## config.mk

```make
export PLATFORM = sky130hd
export DESIGN_NAME = bist_misr
export DESIGN_NICKNAME = d
export VERILOG_FILES = /design/src/rtl/bist_pkg.sv /design/src/rtl/bist_misr.sv
export SDC_FILE = /design/constraint.sdc
export NUM_CORES = 1
export LEC_CHECK = 0
export ABC_CLOCK_PERIOD_IN_PS = 1500
export BUFFER_PORTS_ARGS = -buffer_cell sky130_fd_sc_hd__buf_2
export CAP_MARGIN = 20
export CORE_AREA = 2 2 39 41
export CTS_BUF_LIST = sky130_fd_sc_hd__clkbuf_16
export DETAILED_ROUTE_END_ITERATION = 12
export DIE_AREA = 0 0 41 43
export PLACE_DENSITY_LB_ADDON = 0.2
export SETUP_SLACK_MARGIN = 0.02
export SYNTH_ARGS = -nofsm -noshare
export SYNTH_HDL_FRONTEND = slang
export SYNTH_SLANG_ARGS = --single-unit
```

## constraint.sdc

```tcl
create_clock -name clk -period 1.5 [get_ports clk]
set_clock_uncertainty 0.15 [all_clocks]
set_input_delay 0.225 -clock clk [delete_from_list [all_inputs] [get_ports clk]]
set_output_delay 0.225 -clock clk [all_outputs]
set_load 0.02 [all_outputs]
```

## src/rtl/bist_pkg.sv

```systemverilog
// Shared types for the BIST response checker: session FSM states and default MISR taps.
package bist_pkg;

  typedef enum logic [1:0] {
    ST_IDLE    = 2'd0,
    ST_CAPTURE = 2'd1,
    ST_COMPARE = 2'd2
  } state_t;

  // Primitive feedback taps for the supported signature widths; 8-bit taps otherwise.
  function automatic logic [31:0] default_poly(input int sig_w);
    case (sig_w)
      3:       return 32'h0000_0003;
      16:      return 32'h0000_100B;
      default: return 32'h0000_001D;
    endcase
  endfunction

endpackage

```

## src/rtl/bist_misr.sv

```systemverilog
// Single-channel MISR: one-cycle update when en is high, clr wins over en; no backpressure.
module bist_misr
  import bist_pkg::*;
#(
  parameter int                 SIG_W = 8,
  parameter logic [SIG_W-1:0]   POLY  = SIG_W'(default_poly(SIG_W))
) (
  input  logic             clk,
  input  logic             rst_n,
  input  logic             clr,
  input  logic             en,
  input  logic [SIG_W-1:0] d,
  output logic [SIG_W-1:0] q
);

  logic [SIG_W-1:0] r_q;
  logic [SIG_W-1:0] w_fb;
  logic [SIG_W-1:0] w_nxt;

  // Shift out the MSB and fold it back through the taps before mixing in the response.
  assign w_fb  = r_q[SIG_W-1] ? POLY : '0;
  assign w_nxt = {r_q[SIG_W-2:0], 1'b0} ^ w_fb ^ d;

  always_ff @(posedge clk or negedge rst_n) begin
    if (!rst_n) begin
      r_q <= '0;
    end else if (clr) begin
      r_q <= '0;
    end else if (en) begin
      r_q <= w_nxt;
    end
  end

  assign q = r_q;

endmodule

```

==> metrics.csv <==
metric;value;unit
postSynthRegisterBits;8;
design.die.area;0.00176;mm²
final_design_area_no_fill;608;µm²
synthesis.area_per_instance;11.1;µm²
floorplan.initialDensity;0.304;
crit_chain;xor3_1 -> mux2i_1 -> nor2_1;
placement.io_buffers;19;
timing.critical_path.buf_inv;0;
post_synth_inst_count;38;
setup.worst_path.class;reg -> reg;
layout.cells.most_common_list;buf_2 (19), dfrtp_1 (8), nor2_1 (6);
layout.cells.most_common;buf_2;
post_synth_instance_area;420;µm²
floorplan.rows;14;
grt.overflow.total;0;
timing.final.crit_share;0.857;
path_max_fanout;6;
clock_pin_transition_on_the_worst_setup_and_hold_timing_paths;0.04;ns
p_per_area;1380;mW/mm²
cp_slowest_cell;dfrtp_1;
drt-wirelength-per-cell;11.1;µm
vdd.ir_drop.worst;0.714;mV
pre_cts_slack;0.220;ns
period_needed;1.29;ns
pin_count;20;
cts-buffers-inserted;3;
first_iter_violations;3;
routed_wl;834;µm
final-hold-violation-count;0;
finalWeightedCongestion;0.597;
layout-area-overhead-vs-synth;44.6;%
antenna_cells;0;
proportion_of_layout_cells_with_a_drive_suffix_above_1;0.373;
report.final.slew_viol_count;0;
fp.dieH;43;µm
critPathTopFamily;flip-flops;
ctsResizeCount;0;
clock-root-buffer;clkbuf_16;
worst_hold_slack;0.139;ns
cp_data_required_time;1.46;ns
cts_hold_repair.buffers;1;
grt_pass1_vias;298;
leakage;0.297;nW
placedInstanceArea;523;µm²
finalSetupTns;0;ns
cts_setup_buffers;0;
core_area;0.00138;mm²
grt_antenna_before_repair;0;
yosysWarningCount;0;
cpPeakStageDelay;0.44;ns
final.setup.worst_slack;0.214;ns
setup_viol;0;
start_kind;flop;
worst_hold_path_type;in -> reg;
finish.net_count;73;
largest_register_ff_count;8;
clock-sinks;8;
max_cap_viol;0;
detailedRoute.firstPassIterationCount;2;
skew_pair_late_insertion_delay;0.23;ns
postSynthNetCount;50;
timing.fmax;0.778;GHz
max_root_sink_buffers;2;
detail_route.drc_violations;0;
vias_per_cell;4.68;
endpoint_class_of_the_critical_path;flop;
crit_arrival;1.25;ns
grt_start_max_net_pins;16;
vias;351;
chipWidth;41;µm
grt_first_pass_wirelength;1350;µm
unrepaired_setup_endpoints_after_global_routing;false;
report.power.total;839;µW
global_route.usage.total;0.122;
num-fill-cells;134;
synthTopCellsByArea;dfrtp_1 (48%), xnor2_1 (10%), a211oi_1 (8.9%), xor3_1 (5.7%), nor2_1 (5.4%);
htree_num_levels;1;
worst_slew_pin_slew;0.257;ns
outcome;completed;
synth_seq_area_share;0.476;
yosys.area.top_type;dfrtp_1;
ant_nets;0;
synth_cell_types;14;
synth_top_cell_area_share;0.476;
relSlewSlack;0.829;
cts_tree;done;
[worst min-delay path: stages]
cell and delay, ns:
buf_2 0.09, xnor2_1 0.10, a211oi_1 0.06
[power by group]
part	internal (mW)	switching, mW	leakage, nW	total (mW)
registers	0.237	0.0195	0.105	0.257
clock network	0.343	0.0993	0.0370	0.442
logic	0.0672	0.0729	0.155	0.140
[area by class of cell]
| class | instances | area (µm²) | share of cell area |
|---|---|---|---|
| clock buffers | 3 | 75.1 | 0.123 |
| multi-input cells | 28 | 208 | 0.342 |
| flip-flops and latches | 8 | 200 | 0.329 |
| well taps | 16 | 20.0 | 0.0329 |
| repair buffers | 20 | 105 | 0.173 |
[per-layer routing]
metal,share of wire,vias up,track usage
met3,0.078,0,0.0628
met5,0,-,0
met1,0.48,157,0.168
li1,-,179,-
met4,0,0,0.0800
met2,0.44,15,0.144
[synthesized netlist by cell type]
library cell	number
xor2_1	2
nand2b_1	2
buf_2	1
nand2_1	2
xor3_1	1
nor2_1	6
a211oi_1	5
nand3b_1	1
dfrtp_1	8
nor3b_1	1
buf_4	1
mux2i_1	1
xnor2_1	5
o221ai_1	2
[stage by stage]
| stage | utilization | instances |
|---|---|---|
| after CTS | 0.439 | 75 |
| final | 0.439 | 75 |
| after detailed placement | 0.378 | 71 |
| after global placement | 0.378 | 71 |
| after global routing | 0.439 | 75 |
| after floorplan | - | 38 |
[worst paths after layout]
kind | startpoint | to | slack [ns] | cells after the start
max in group asynchronous | rst_n | q[3] | 0.82 | 2
worst min register to register | q[4] | q[4] | 0.41 | 2
worst max register to register | q[7] | q[4] | 0.21 | 3
worst max-delay path | q[7] | q[4] | 0.21 | 3
min in group asynchronous | rst_n | q[2] | 0.21 | 2
worst min-delay path | d[0] | q[0] | 0.14 | 3
[logic make-up after synthesis]
group	count (synthesis)	share of synthesized area
mux	1	0.0238
buf+inv	2	0.0298
simple gates	12	0.137
xor+xnor	8	0.202
compound gates	7	0.131
flops	8	0.476
No activity file was read; power rests on OpenSTA's default activity.
